**src/rtl/apb4_master_pkg.sv**
```systemverilog
// apb4_master_pkg: shared FSM state type and APB4 phase encodings for the
// apb4_master slice (apb4_master, apb4_master_timer, apb4_master_if users).
package apb4_master_pkg;

    typedef enum logic [1:0] {
        ST_IDLE   = 2'd0,
        ST_SETUP  = 2'd1,
        ST_ACCESS = 2'd2,
        ST_RESP   = 2'd3
    } state_t;

    // Bus phase encoded as {psel, penable}.
    localparam logic [1:0] PHASE_IDLE   = 2'b00;
    localparam logic [1:0] PHASE_SETUP  = 2'b10;
    localparam logic [1:0] PHASE_ACCESS = 2'b11;

endpackage

```
**src/rtl/apb4_master_if.sv**
```systemverilog
// apb4_master_if: APB4 requester/completer bus bundle. The master modport is
// the requester drive, the slave modport is the completer response.
interface apb4_master_if #(
    parameter int ADDR_WIDTH = 32,
    parameter int DATA_WIDTH = 32
);
    logic [ADDR_WIDTH-1:0]   paddr;
    logic [2:0]              pprot;
    logic                    psel;
    logic                    penable;
    logic                    pwrite;
    logic [DATA_WIDTH-1:0]   pwdata;
    logic [DATA_WIDTH/8-1:0] pstrb;
    logic                    pready;
    logic [DATA_WIDTH-1:0]   prdata;
    logic                    pslerr;

    modport master (
        output paddr, pprot, psel, penable, pwrite, pwdata, pstrb,
        input  pready, prdata, pslerr
    );

    modport slave (
        input  paddr, pprot, psel, penable, pwrite, pwdata, pstrb,
        output pready, prdata, pslerr
    );
endinterface

```
**src/rtl/apb4_master_timer.sv**
```systemverilog
// apb4_master_timer: counts consecutive ACCESS wait cycles (pready=0) and
// flags the cycle on which the TIMEOUT_CYCLES-th wait cycle occurs.
// Only instantiated when APB4_MASTER_TIMEOUT_EN is defined.
module apb4_master_timer #(
    parameter int TIMEOUT_CYCLES = 256
) (
    input  logic clk,
    input  logic rst_n,
    input  logic clear,
    input  logic count_en,
    output logic expired
);
    localparam int CNT_W = $clog2(TIMEOUT_CYCLES);
    localparam logic [CNT_W-1:0] LAST = CNT_W'(TIMEOUT_CYCLES - 1);

    logic [CNT_W-1:0] cnt_q;

    assign expired = count_en && (cnt_q == LAST);

    // Wait-cycle counter: cleared on each new request, saturates at LAST.
    always_ff @(posedge clk or negedge rst_n) begin
        if (!rst_n) begin
            cnt_q <= '0;
        end else if (clear) begin
            cnt_q <= '0;
        end else if (count_en && !expired) begin
            cnt_q <= cnt_q + CNT_W'(1);
        end
    end
endmodule

```
**src/rtl/apb4_master.sv**
```systemverilog
// apb4_master: single-outstanding APB4 requester. A valid/ready request is
// registered, driven through SETUP and ACCESS, and the completer response is
// held in RESP until consumed. Optional wait-state timeout is enabled by
// defining APB4_MASTER_TIMEOUT_EN.
module apb4_master
    import apb4_master_pkg::*;
#(
    parameter int          ADDR_WIDTH     = 32,
    parameter int          DATA_WIDTH     = 32,
    parameter logic [2:0]  PROT           = 3'b000,
    parameter int          TIMEOUT_CYCLES = 256
) (
    input  logic                    hclk,
    input  logic                    hresetn,
    input  logic                    req_valid_i,
    output logic                    req_ready_o,
    input  logic [ADDR_WIDTH-1:0]   req_addr_i,
    input  logic                    req_write_i,
    input  logic [DATA_WIDTH-1:0]   req_wdata_i,
    input  logic [DATA_WIDTH/8-1:0] req_strb_i,
    output logic                    rsp_valid_o,
    input  logic                    rsp_ready_i,
    output logic [DATA_WIDTH-1:0]   rsp_rdata_o,
    output logic                    rsp_err_o,
    apb4_master_if.master           apb
);
    if ((DATA_WIDTH % 8) != 0) begin : g_bad_data_width
        $error("apb4_master: DATA_WIDTH must be a multiple of 8");
    end
    if (TIMEOUT_CYCLES < 2) begin : g_bad_timeout
        $error("apb4_master: TIMEOUT_CYCLES must be >= 2");
    end

    state_t                  state_q;
    logic [1:0]              phase_q;
    logic                    req_ready_q;
    logic [ADDR_WIDTH-1:0]   paddr_q;
    logic                    pwrite_q;
    logic [DATA_WIDTH-1:0]   pwdata_q;
    logic [DATA_WIDTH/8-1:0] pstrb_q;
    logic                    rsp_valid_q;
    logic [DATA_WIDTH-1:0]   rsp_rdata_q;
    logic                    rsp_err_q;
    logic                    accept;

    assign accept = req_valid_i && req_ready_q;

`ifdef APB4_MASTER_TIMEOUT_EN
    logic wait_cycle;
    logic timeout_hit;

    assign wait_cycle = (state_q == ST_ACCESS) && !apb.pready;

    apb4_master_timer #(
        .TIMEOUT_CYCLES(TIMEOUT_CYCLES)
    ) u_timer (
        .clk      (hclk),
        .rst_n    (hresetn),
        .clear    (accept),
        .count_en (wait_cycle),
        .expired  (timeout_hit)
    );
`endif

    // Transfer FSM with all bus and response outputs registered.
    always_ff @(posedge hclk or negedge hresetn) begin
        if (!hresetn) begin
            state_q     <= ST_IDLE;
            phase_q     <= PHASE_IDLE;
            req_ready_q <= 1'b1;
            paddr_q     <= '0;
            pwrite_q    <= 1'b0;
            pwdata_q    <= '0;
            pstrb_q     <= '0;
            rsp_valid_q <= 1'b0;
            rsp_rdata_q <= '0;
            rsp_err_q   <= 1'b0;
        end else begin
            case (state_q)
                ST_IDLE: begin
                    if (accept) begin
                        state_q     <= ST_SETUP;
                        phase_q     <= PHASE_SETUP;
                        req_ready_q <= 1'b0;
                        paddr_q     <= req_addr_i;
                        pwrite_q    <= req_write_i;
                        // Reads present a quiet write bus.
                        pwdata_q    <= req_write_i ? req_wdata_i : '0;
                        pstrb_q     <= req_write_i ? req_strb_i : '0;
                    end
                end
                ST_SETUP: begin
                    state_q <= ST_ACCESS;
                    phase_q <= PHASE_ACCESS;
                end
                ST_ACCESS: begin
                    if (apb.pready) begin
                        state_q     <= ST_RESP;
                        phase_q     <= PHASE_IDLE;
                        rsp_valid_q <= 1'b1;
                        rsp_rdata_q <= pwrite_q ? '0 : apb.prdata;
                        rsp_err_q   <= apb.pslerr;
                    end
`ifdef APB4_MASTER_TIMEOUT_EN
                    else if (timeout_hit) begin
                        state_q     <= ST_RESP;
                        phase_q     <= PHASE_IDLE;
                        rsp_valid_q <= 1'b1;
                        rsp_rdata_q <= '0;
                        rsp_err_q   <= 1'b1;
                    end
`endif
                end
                ST_RESP: begin
                    if (rsp_ready_i) begin
                        state_q     <= ST_IDLE;
                        rsp_valid_q <= 1'b0;
                        req_ready_q <= 1'b1;
                    end
                end
                default: begin
                    state_q     <= ST_IDLE;
                    phase_q     <= PHASE_IDLE;
                    req_ready_q <= 1'b1;
                    rsp_valid_q <= 1'b0;
                end
            endcase
        end
    end

    assign req_ready_o = req_ready_q;
    assign rsp_valid_o = rsp_valid_q;
    assign rsp_rdata_o = rsp_rdata_q;
    assign rsp_err_o   = rsp_err_q;

    assign apb.psel    = phase_q[1];
    assign apb.penable = phase_q[0];
    assign apb.paddr   = paddr_q;
    assign apb.pprot   = PROT;
    assign apb.pwrite  = pwrite_q;
    assign apb.pwdata  = pwdata_q;
    assign apb.pstrb   = pstrb_q;
endmodule
```
**src/flat_wrapper.sv**
```systemverilog
// flat-port wrapper written by rule: the top's interface ports become plain ports
module apb4_master_flat import apb4_master_pkg::*;
#(
    parameter int          ADDR_WIDTH     = 32,
    parameter int          DATA_WIDTH     = 32,
    parameter logic [2:0]  PROT           = 3'b000,
    parameter int          TIMEOUT_CYCLES = 256
)
  (hclk, hresetn, req_valid_i, req_ready_o, req_addr_i, req_write_i, req_wdata_i, req_strb_i, rsp_valid_o, rsp_ready_i, rsp_rdata_o, rsp_err_o, apb_paddr, apb_pprot, apb_psel, apb_penable, apb_pwrite, apb_pwdata, apb_pstrb, apb_pready, apb_prdata, apb_pslerr);
  apb4_master_if #(.ADDR_WIDTH(ADDR_WIDTH), .DATA_WIDTH(DATA_WIDTH)) apb_i ();
  input  logic hclk;
  input  logic hresetn;
  input  logic req_valid_i;
  output logic req_ready_o;
  input  logic [ADDR_WIDTH-1:0] req_addr_i;
  input  logic req_write_i;
  input  logic [DATA_WIDTH-1:0] req_wdata_i;
  input  logic [DATA_WIDTH/8-1:0] req_strb_i;
  output logic rsp_valid_o;
  input  logic rsp_ready_i;
  output logic [DATA_WIDTH-1:0] rsp_rdata_o;
  output logic rsp_err_o;
  output wire logic [$bits(apb_i.paddr)-1:0] apb_paddr;
  output wire logic [$bits(apb_i.pprot)-1:0] apb_pprot;
  output wire logic [$bits(apb_i.psel)-1:0] apb_psel;
  output wire logic [$bits(apb_i.penable)-1:0] apb_penable;
  output wire logic [$bits(apb_i.pwrite)-1:0] apb_pwrite;
  output wire logic [$bits(apb_i.pwdata)-1:0] apb_pwdata;
  output wire logic [$bits(apb_i.pstrb)-1:0] apb_pstrb;
  input wire logic [$bits(apb_i.pready)-1:0] apb_pready;
  input wire logic [$bits(apb_i.prdata)-1:0] apb_prdata;
  input wire logic [$bits(apb_i.pslerr)-1:0] apb_pslerr;
  assign apb_paddr = apb_i.paddr;
  assign apb_pprot = apb_i.pprot;
  assign apb_psel = apb_i.psel;
  assign apb_penable = apb_i.penable;
  assign apb_pwrite = apb_i.pwrite;
  assign apb_pwdata = apb_i.pwdata;
  assign apb_pstrb = apb_i.pstrb;
  assign apb_i.pready = apb_pready;
  assign apb_i.prdata = apb_prdata;
  assign apb_i.pslerr = apb_pslerr;
  apb4_master #(.ADDR_WIDTH(ADDR_WIDTH), .DATA_WIDTH(DATA_WIDTH), .PROT(PROT), .TIMEOUT_CYCLES(TIMEOUT_CYCLES)) u_core (.hclk(hclk), .hresetn(hresetn), .req_valid_i(req_valid_i), .req_ready_o(req_ready_o), .req_addr_i(req_addr_i), .req_write_i(req_write_i), .req_wdata_i(req_wdata_i), .req_strb_i(req_strb_i), .rsp_valid_o(rsp_valid_o), .rsp_ready_i(rsp_ready_i), .rsp_rdata_o(rsp_rdata_o), .rsp_err_o(rsp_err_o), .apb(apb_i));
endmodule
```
**config.mk**
```make
export PLATFORM = sky130hd
export DESIGN_NAME = apb4_master_flat
export DESIGN_NICKNAME = d
export VERILOG_FILES = /design/src/rtl/apb4_master_pkg.sv /design/src/rtl/apb4_master_if.sv /design/src/rtl/apb4_master_timer.sv /design/src/rtl/apb4_master.sv /design/src/flat_wrapper.sv
export SDC_FILE = /design/constraint.sdc
export NUM_CORES = 1
export LEC_CHECK = 0
export ABC_CLOCK_PERIOD_IN_PS = 3260
export BUFFER_PORTS_ARGS = -buffer_cell sky130_fd_sc_hd__buf_2
export CAP_MARGIN = 20
export CORE_UTILIZATION = 47
export CTS_BUF_LIST = sky130_fd_sc_hd__clkbuf_8
export DETAILED_ROUTE_END_ITERATION = 10
export GPL_TIMING_DRIVEN = 0
export PLACE_DENSITY = 0.92
export RECOVER_POWER = 25
export SLEW_MARGIN = 40
export SYNTH_ARGS = -nofsm -noshare
export SYNTH_HDL_FRONTEND = slang
export SYNTH_SLANG_ARGS = --single-unit
```
**constraint.sdc**
```tcl
create_clock -name hclk -period 3.26 [get_ports hclk]
set_input_delay 0.326 -clock hclk [delete_from_list [all_inputs] [get_ports hclk]]
set_output_delay 0.326 -clock hclk [all_outputs]
set_load 0.02 [all_outputs]
```
==> metrics, run 1 <==
Reg2Reg Setup Slack=1430 ps; count of yosys warnings during synthesis=0; top area cells in the synthesized netlist=sky130_fd_sc_hd__dfrtp_1, sky130_fd_sc_hd__nand2_1, sky130_fd_sc_hd__nand2b_1; data required time at the worst endpoint=3500 ps; endpoint kind of the worst setup timing path=flop; drt via density=4.95; maximum buffer depth of the clock tree=2; worst setup skew after layout=18.0 ps; vias in the first global route=3981; outcome=completed; number of clock buffers inserted by TritonCTS=9; number of placement rows=35; clock sink count=108; number of hold violations in the final report=0; flop and latch count out of synthesis=108; total overflow reported by the global router=0; Area growth, synth to finish=31.8%; number of pins with negative max-slew slack in the final report=0; Min-Delay Path Class=input port to flop; Worst Max-Slew Pin Slew=1370 ps; post-layout power=5.64 mW; register area share after synthesis=60.6%; count of TritonRoute iterations in the first routing pass=4; level count of the clock H-tree=3; remaining number of nets flagged by the antenna check after routing=0; arrival time of data at the critical path endpoint=2060 ps; effective utilization at floorplan=48.5%; Slew HR=8.89%; fraction of layout cells with a size suffix above 1=35.5%; Die H=99.4 µm; antenna violations before repair=0; most repeated library cell on the critical path=sky130_fd_sc_hd__nand2_1; final setup violating endpoints=0; filler cell count=762; FF+latch area=2700 µm²; latest clock arrival within the worst-skew pair=360 ps; beginning of the worst register-to-register path=u_core.state_q[0]$_DFFE_PN0P_; Fin Setup TNS=0 ps; DR WL/cell=14.1 µm; Max stage delay on crit path=430 ps; top-area cell type share of the netlist area=60.0%; pin count of the biggest net entering global routing=56; initial drt markers=102; worst setup path endpoint=u_core.apb.pwdata[26]$_DFFE_PN0P_; Pleak=3.43 nW; maximum clock frequency=547 MHz; Clock Tree Root=sky130_fd_sc_hd__clkbuf_8; Die X=99.4 µm; final wirelength=11600 µm; TritonCTS clock tree=built; maximum VDD drop=0.462 mV; synthesized netlist cell count=482; RSZ-0062 raised after global routing=false; post-synth cell types=27; clock transition at the register clock pins on the worst setup and hold paths after CTS=100 ps; Post-CTS Setup Repair Bufs=0; Stages on worst setup path=7; Core Footprint=9200 µm²; Worst R2R End=u_core.apb.pwdata[26]$_DFFE_PN0P_; Vias=4078; combined buffer and inverter count along the critical path=3; first-pass GRT wire length=18700 µm; library cell occupying the most area in the post-synthesis netlist=sky130_fd_sc_hd__dfrtp_1; RePlAce Congestion=0.818; Crit Path Category=flop to flop; CP Launch Point=u_core.state_q[0]$_DFFE_PN0P_; area of the die=9890 µm²; Netlist Area Pre-Place=4460 µm²; Multi-input gate area=1570 µm²; Cell Chain, Critical Path=inv_1 > ha_1 > nand3_1 > buf_2 > buf_6 > nand2_1 > nand2_1; startpoint types=flop; max cap viols=0; count of port buffers added during placement=211; Max Fanout on Critical Path=10; Post-Synthesis Mean Instance Area=9.26 µm²; length in cells of the worst reg-to-reg path=7; diode count=0; Critical-path top delay cell=sky130_fd_sc_hd__dfrtp_1; kind of cell with the highest combined delay on the critical path=buffers and inverters; pwr dens=958 nW/µm²; final critical-path required period=1830 ps; Top-Level Pins=216; net count of the finished layout=821; overall track demand over capacity in global routing=23.9%; period utilisation layout=56.0%; remaining design rule violation count=0; sum of net half-perimeters after detailed placement=8940 µm
## through the flow
stage          utilization [%]  cells  cell area, µm²  setup slack [ps]  hold WS, ps
3_5_place_dp              62.0    807            5700              1420          273
2_1_floorplan                -    484            4470              1730         30.4
6_report                  63.9    824            5880              1430          160
5_1_grt                   63.9    824            5880              1240          146
4_1_cts                   64.1    824            5890              1390          138
3_3_place_gp              61.6    806            5660               760          445
## cells by family (layout without fill, tap and decap cells)
group / Yosys count / after routing / share of synthesized area [%]
adders and majority gates: 6 / 6 / 1.68
DFF: 108 / 108 / 60.6
muxes: 4 / 4 / 0.981
other: 1 / 3 / 0.0840
and+or+nand+nor: 286 / 286 / 27.4
buffers and inverters: 36 / 265 / 4.29
AOI/OAI and AO/OA: 41 / 41 / 4.94
## report_power, final
part / internal, mW / switching [mW] / total (mW)
sequential: 1.93 / 0.330 / 2.26
combinational: 0.918 / 1.72 / 2.64
clock: 0.300 / 0.440 / 0.740
total: 3.15 / 2.49 / 5.64
## sequential cells by signal, summed over array words and instances (netlist names)
name,count
u_core.rsp_err_o,1
u_core.apb.pwdata,32
u_core.rsp_valid_o,1
u_core.state_q,2
u_core.rsp_rdata_o,32
u_core.req_ready_o,1
u_core.phase_q,2
u_core.apb.paddr,32
u_core.apb.pstrb,4
u_core.apb.pwrite,1
## cells in the final DEF, fill, tap and decap left out
cell and instances:
sky130_fd_sc_hd__dfrtp_1 107, sky130_fd_sc_hd__o21ai_0 35, sky130_fd_sc_hd__dfstp_2 1, sky130_fd_sc_hd__o22ai_1 1
sky130_fd_sc_hd__clkbuf_1 11, sky130_fd_sc_hd__buf_6 2, sky130_fd_sc_hd__and3_1 1, sky130_fd_sc_hd__nor2_1 3
sky130_fd_sc_hd__clkbuf_8 10, sky130_fd_sc_hd__clkinvlp_4 1, sky130_fd_sc_hd__nor3_2 1, sky130_fd_sc_hd__or2_2 1
sky130_fd_sc_hd__ha_1 6, sky130_fd_sc_hd__inv_6 1, sky130_fd_sc_hd__buf_4 7, sky130_fd_sc_hd__a21boi_2 1
sky130_fd_sc_hd__mux2_2 2, sky130_fd_sc_hd__buf_16 1, sky130_fd_sc_hd__nand2_1 205, sky130_fd_sc_hd__dlygate4sd3_1 1
sky130_fd_sc_hd__buf_2 222, sky130_fd_sc_hd__a221oi_1 1, sky130_fd_sc_hd__clkinv_4 2, sky130_fd_sc_hd__mux2i_1 1
sky130_fd_sc_hd__clkbuf_2 1, sky130_fd_sc_hd__inv_1 6, sky130_fd_sc_hd__nor2b_1 4, sky130_fd_sc_hd__nor3_1 1
sky130_fd_sc_hd__conb_1 3, sky130_fd_sc_hd__o2bb2ai_1 1, sky130_fd_sc_hd__a21oi_1 2, sky130_fd_sc_hd__nand3_1 38
sky130_fd_sc_hd__nand2b_1 32, sky130_fd_sc_hd__mux2_1 1
## worst min-delay path, delay by kind of cell
kind	cells	cell delay, ps
buffers and inverters	1	70
AND/OR/NAND/NOR	2	90
## final cells by class
type	count	share of cell area, %
flip-flops and latches	108	46.0
multi-input cells	340	26.8
clock buffers	10	2.34
repair buffers	213	18.6
inverters	4	0.255
well taps	111	2.36
clock inverters	6	0.702
plain buffers	32	3.00
## cell usage after synthesis
| cell | number |
|---|---|
| sky130_fd_sc_hd__nor3_1 | 1 |
| sky130_fd_sc_hd__ha_1 | 6 |
| sky130_fd_sc_hd__mux2_2 | 2 |
| sky130_fd_sc_hd__mux2i_1 | 1 |
| sky130_fd_sc_hd__and3_1 | 1 |
| sky130_fd_sc_hd__o21ai_0 | 35 |
| sky130_fd_sc_hd__nor2_1 | 3 |
| sky130_fd_sc_hd__dfstp_2 | 1 |
| sky130_fd_sc_hd__nand2b_1 | 32 |
| sky130_fd_sc_hd__nand3_1 | 38 |
| sky130_fd_sc_hd__a21boi_2 | 1 |
| sky130_fd_sc_hd__nor2b_1 | 4 |
| sky130_fd_sc_hd__mux2_1 | 1 |
| sky130_fd_sc_hd__nor3_2 | 1 |
| sky130_fd_sc_hd__clkbuf_1 | 11 |
| sky130_fd_sc_hd__a221oi_1 | 1 |
| sky130_fd_sc_hd__o2bb2ai_1 | 1 |
| sky130_fd_sc_hd__buf_2 | 12 |
| sky130_fd_sc_hd__dfrtp_1 | 107 |
| sky130_fd_sc_hd__inv_1 | 4 |
| sky130_fd_sc_hd__nand2_1 | 205 |
| sky130_fd_sc_hd__o22ai_1 | 1 |
| sky130_fd_sc_hd__buf_6 | 2 |
| sky130_fd_sc_hd__buf_4 | 7 |
| sky130_fd_sc_hd__or2_2 | 1 |
| sky130_fd_sc_hd__conb_1 | 1 |
| sky130_fd_sc_hd__a21oi_1 | 2 |
## timing repair
item                      CTS  global route
gates resized for setup     0             0
hold buffers                1             0
hold endpoints to repair   52             0
## layer usage
layer	global-route usage, %	share of wire (%)	up-vias
li1	-	-	1961
met5	0	0	-
met2	44.4	52	168
met4	7.01	1.5	0
met1	27.7	39	1932
met3	4.92	7.2	17
## worst min-delay path by stage
| stage | start | end | slack [ps] | depth (start not counted) |
|---|---|---|---|---|
| floorplan | hresetn | u_core.apb.paddr[0]$_DFFE_PN0P_ | 30 | 0 |
| global placement | u_core.apb.pstrb[0]$_DFFE_PN0P_ | u_core.apb.pstrb[0]$_DFFE_PN0P_ | 440 | 2 |
| detailed placement | hresetn | u_core.apb.pstrb[2]$_DFFE_PN0P_ | 270 | 1 |
| CTS | req_addr_i[5] | u_core.apb.paddr[5]$_DFFE_PN0P_ | 140 | 3 |
| global route | req_addr_i[30] | u_core.apb.paddr[30]$_DFFE_PN0P_ | 150 | 3 |
| finish | req_addr_i[18] | u_core.apb.paddr[18]$_DFFE_PN0P_ | 160 | 3 |
Power figures use the tool's default switching activity.
==> run 2: changes to the inputs <==
- ABC_CLOCK_PERIOD_IN_PS: 3260 -> 1800
- clock period: 3.26 -> 1.8 ns (I/O delays scaled with it)
==> metrics, run 2 (synthesis results as in run 1) <==
overall track demand over capacity in global routing=24.1%; Slew HR=18.6%; sum of net half-perimeters after detailed placement=8940 µm; number of pins with negative max-slew slack in the final report=0; final setup violating endpoints=0; Pleak=3.46 nW; Hold Worst Slack=14.4 ps; CP Launch Point=u_core.state_q[0]$_DFFE_PN0P_; pin count of the biggest net entering global routing=56; final critical-path required period=1650 ps; final wirelength=11700 µm; endpoint kind of the worst setup timing path=flop; clock sink count=108; initial drt markers=92; Max Fanout on Critical Path=6; antenna violations before repair=0; fraction of layout cells with a size suffix above 1=35.6%; Top-Level Pins=216; utilization after layout=65.0%; Die X=99.4 µm; RSZ-0062 raised after global routing=false; Area growth, synth to finish=34.1%; worst setup skew after layout=18.2 ps; Fin Setup TNS=0 ps; outcome=completed; Critical-path top delay cell=sky130_fd_sc_hd__dfrtp_1; clock transition at the register clock pins on the worst setup and hold paths after CTS=100 ps; Die H=99.4 µm; latest clock arrival within the worst-skew pair=360 ps; worst setup path endpoint=u_core.state_q[1]$_DFFE_PN0P_; most frequent cells in the layout=sky130_fd_sc_hd__buf_2, sky130_fd_sc_hd__nand2_1, sky130_fd_sc_hd__dfrtp_1; level count of the clock H-tree=3; maximum VDD drop=0.838 mV; TritonCTS clock tree=built; count of port buffers added during placement=211; Multi-input gate area=1590 µm²; total overflow reported by the global router=0; Max stage delay on crit path=410 ps; maximum buffer depth of the clock tree=2; count of TritonRoute iterations in the first routing pass=4; length in cells of the worst reg-to-reg path=5; leading cell type in the layout, fill and taps excluded=sky130_fd_sc_hd__buf_2; FF+latch area=2700 µm²; max cap viols=0; Core Footprint=9200 µm²; post-layout power=10.3 mW; remaining number of nets flagged by the antenna check after routing=0; period utilisation layout=91.6%; diode count=0; data required time at the worst endpoint=2030 ps; Post-CTS Setup Repair Bufs=0; area of the die=9890 µm²; Worst Max-Slew Pin Slew=1220 ps; first-pass GRT wire length=18800 µm; beginning of the worst register-to-register path=u_core.state_q[0]$_DFFE_PN0P_; arrival time of data at the critical path endpoint=1880 ps; net count of the finished layout=829; Reg2Reg Setup Slack=150 ps; maximum clock frequency=606 MHz; Clock Tree Root=sky130_fd_sc_hd__clkbuf_8; filler cell count=744; number of clock buffers inserted by TritonCTS=9; DR WL/cell=14.0 µm; Min-Delay Path Class=input port to flop; Worst R2R End=u_core.state_q[1]$_DFFE_PN0P_; effective utilization at floorplan=48.5%; Vias=4107; number of standard cells in the final layout excluding fillers=832; drt via density=4.94; cell count after placement=807; number of placement rows=35; remaining design rule violation count=0; startpoint types=flop; Cell Chain, Critical Path=inv_1 > ha_2 > a21boi_2 > nor3_2 > mux2_1; pwr dens=1720 nW/µm²; RePlAce Congestion=0.818; number of hold violations in the final report=0; vias in the first global route=4030; Crit Path Category=flop to flop
## run 2: changes by cell type in the layout (fill, tap and decap cells not counted), sizes merged
| cell | previous run | this run |
|---|---|---|
| dlygate4sd3 | 1 | 9 |
## run 2: cell type report
cell class	count	area share [%]
buffer	32	3.01
clock buffer	10	2.30
clock inverter	6	0.690
inverter	4	0.251
multi-input combinational	340	26.6
sequential	108	45.2
tap	111	2.32
timing repair buffer	221	19.6
## run 2: per-stage QoR
step | cell area [µm²] | setup slack [ps]
floorplan | 4470 | 269
global placement | 5660 | -554
detailed placement | 5700 | -40.5
CTS | 5980 | 63.6
global route | 5980 | 17.0
finish | 5980 | 151
## run 2: metal layers
layer | track usage [%] | routed length, µm | up-vias
li1 | - | - | 1979
met3 | 4.64 | 828 | 17
met4 | 7.01 | 182 | 0
met1 | 28.1 | 4560 | 1944
met2 | 44.9 | 6110 | 167
met5 | 0 | 0 | -
## run 2: timing repair
item / 4_1_cts / 5_1_grt
endpoints found under the setup margin: 12 / 24
resized for setup: 2 / 4
hold buffers: 9 / 0
hold endpoints to repair: 60 / 0
## run 2: worst max-delay path: cells and delay by family (launching register included)
kind	cells	cell delay (ps)
AOI/OAI and AO/OA	1	170
adders and majority gates	1	250
buffers and inverters	1	120
DFF	1	410
muxes	1	350
and+or+nand+nor	1	240
## run 2: worst min path at each step
| stage | to | slack [ps] | from | cells past startpoint |
|---|---|---|---|---|
| finish | u_core.apb.paddr[10]$_DFFE_PN0P_ | 10 | req_addr_i[10] | 3 |
| global route | u_core.apb.paddr[19]$_DFFE_PN0P_ | 0.5 | req_addr_i[19] | 3 |
| CTS | u_core.apb.paddr[6]$_DFFE_PN0P_ | 0.2 | req_addr_i[6] | 3 |
| detailed placement | u_core.apb.pstrb[2]$_DFFE_PN0P_ | 130 | hresetn | 1 |
| global placement | u_core.apb.paddr[15]$_DFFE_PN0P_ | 370 | req_addr_i[15] | 3 |
| floorplan | u_core.apb.paddr[0]$_DFFE_PN0P_ | -120 | hresetn | 0 |
## run 2: where the power goes
group          total (mW)  switching (mW)  internal (mW)
logic                4.82            3.12           1.69
registers            4.10           0.606           3.50
clock network        1.34           0.801          0.543
==> run 3: changes to the inputs <==
- GPL_TIMING_DRIVEN: 0 -> not set
==> metrics, run 3 (synthesis results as in run 1) <==
outcome=completed; Core Footprint=9200 µm²; Die X=99.4 µm; leading cell type in the layout, fill and taps excluded=sky130_fd_sc_hd__buf_2; pin count of the biggest net entering global routing=57; final wirelength=11800 µm; summed area of non-filler cells in the final layout=6070 µm²; Min-Delay Path Class=input port to flop; Fin Setup TNS=0 ps; most frequent cells in the layout=sky130_fd_sc_hd__buf_2, sky130_fd_sc_hd__nand2_1, sky130_fd_sc_hd__dfrtp_1; remaining number of nets flagged by the antenna check after routing=0; Max Fanout on Critical Path=6; area of the die=9890 µm²; filler cell count=722; Clock Tree Root=sky130_fd_sc_hd__clkbuf_8; Vias=4125; Worst Max-Slew Pin Slew=886 ps; number of clock buffers inserted by TritonCTS=9; level count of the clock H-tree=3; Post-CTS Setup Repair Bufs=0; RSZ-0062 raised after global routing=false; pwr dens=1710 nW/µm²; startpoint types=flop; vias in the first global route=3960; drt via density=4.99; effective utilization at floorplan=48.5%; utilization after layout=66.0%; Die H=99.4 µm; number of pins with negative max-slew slack in the final report=0; sum of net half-perimeters after detailed placement=8240 µm; Critical-path top delay cell=sky130_fd_sc_hd__dfrtp_1; maximum clock frequency=585 MHz; area after detailed placement=5620 µm²; first-pass GRT wire length=18600 µm; Max stage delay on crit path=420 ps; global routing met3 resource utilization=4.43%; maximum buffer depth of the clock tree=2; clock transition at the register clock pins on the worst setup and hold paths after CTS=100 ps; combined buffer and inverter count along the critical path=1; Slew HR=40.9%; Cell Chain, Critical Path=inv_1 > ha_1 > a21boi_2 > nor3_2 > mux2_1; max cap viols=0; number of standard cells in the final layout excluding fillers=827; clock sink count=108; data required time at the worst endpoint=2050 ps; number of hold violations in the final report=0; RePlAce Congestion=0.794; kind of cell with the highest combined delay on the critical path=flip-flops; Area growth, synth to finish=36.0%; M2 GR Usage=41.0%; TritonCTS clock tree=built; antenna violations before repair=1; final critical-path required period=1710 ps; routing layer with the top usage in global route=met2; endpoint kind of the worst setup timing path=flop; remaining design rule violation count=0; Top-Level Pins=216; arrival time of data at the critical path endpoint=1960 ps; met1 demand-to-capacity share in global routing=29.2%; DR WL/cell=14.3 µm; number of placement rows=35; final setup violating endpoints=0; cell count after placement=785; fraction of layout cells with a size suffix above 1=34.5%; count of port buffers added during placement=212; Crit Path Category=flop to flop; net count of the finished layout=823; worst setup skew after layout=11.5 ps; initial drt markers=108; Pleak=3.47 nW; overall track demand over capacity in global routing=23.9%; period utilisation layout=95.0%; count of TritonRoute iterations in the first routing pass=4; total overflow reported by the global router=0; latest clock arrival within the worst-skew pair=370 ps; maximum VDD drop=0.721 mV
## run 3: timing repair
item,4_1_cts,5_1_grt
hold buffers,25,0
endpoints found under the setup margin,0,12
endpoints found under the hold margin,57,0
gates resized for setup,0,2
## run 3: layout make-up
cell class,count,area (µm²),share of cell area (%)
Sequential cell,108,2700,44.6
Multi-Input combinational cell,340,1590,26.2
Timing Repair Buffer,247,1420,23.3
Tap cell,111,139,2.29
Clock buffer,9,124,2.04
Clock inverter,7,80.1,1.32
Inverter,4,15.0,0.248
Antenna cell,1,2.50,0.0413
## run 3: worst paths after layout
kind	slack, ps	depth (start not counted)	end	startpoint
worst max-delay path	90	5	u_core.state_q[1]$_DFFE_PN0P_	u_core.state_q[0]$_DFFE_PN0P_
worst min-delay path	20	3	u_core.apb.paddr[5]$_DFFE_PN0P_	req_addr_i[5]
worst max register to register	90	5	u_core.state_q[1]$_DFFE_PN0P_	u_core.state_q[0]$_DFFE_PN0P_
worst min register to register	470	2	u_core.apb.pwdata[11]$_DFFE_PN0P_	u_core.apb.pwdata[11]$_DFFE_PN0P_
max in group asynchronous	230	3	u_core.rsp_rdata_o[26]$_DFFE_PN0P_	hresetn
min in group asynchronous	510	2	u_core.apb.pstrb[2]$_DFFE_PN0P_	hresetn
## run 3: power breakdown
part           switching, mW  internal (mW)
combinational           3.12           1.67
sequential             0.592           3.49
clock                  0.850          0.667
total                   4.56           5.83
## run 3: worst register-to-register path, cell delays in order, from the launching register on
cell                       delay (ps)
sky130_fd_sc_hd__dfrtp_1          420
sky130_fd_sc_hd__inv_1            110
sky130_fd_sc_hd__ha_1             280
sky130_fd_sc_hd__a21boi_2         190
sky130_fd_sc_hd__nor3_2           240
sky130_fd_sc_hd__mux2_1           350
## run 3: stage by stage
step	setup slack (ps)	power, mW	hold WS [ps]
global placement	216	8.61	168
floorplan	269	7.11	-116
CTS	75.4	10.4	1.11
global route	4.02	11.1	16.0
detailed placement	91.2	8.88	170
finish	90.1	10.4	20.7
## run 3: layer usage
metal / vias up / share of wire [%] / wire length [µm]
met5: - / 0 / 0
met4: 0 / 2.7 / 319
met3: 27 / 6.6 / 781
met2: 182 / 50 / 5840
met1: 1947 / 41 / 4850
li1: 1969 / - / -
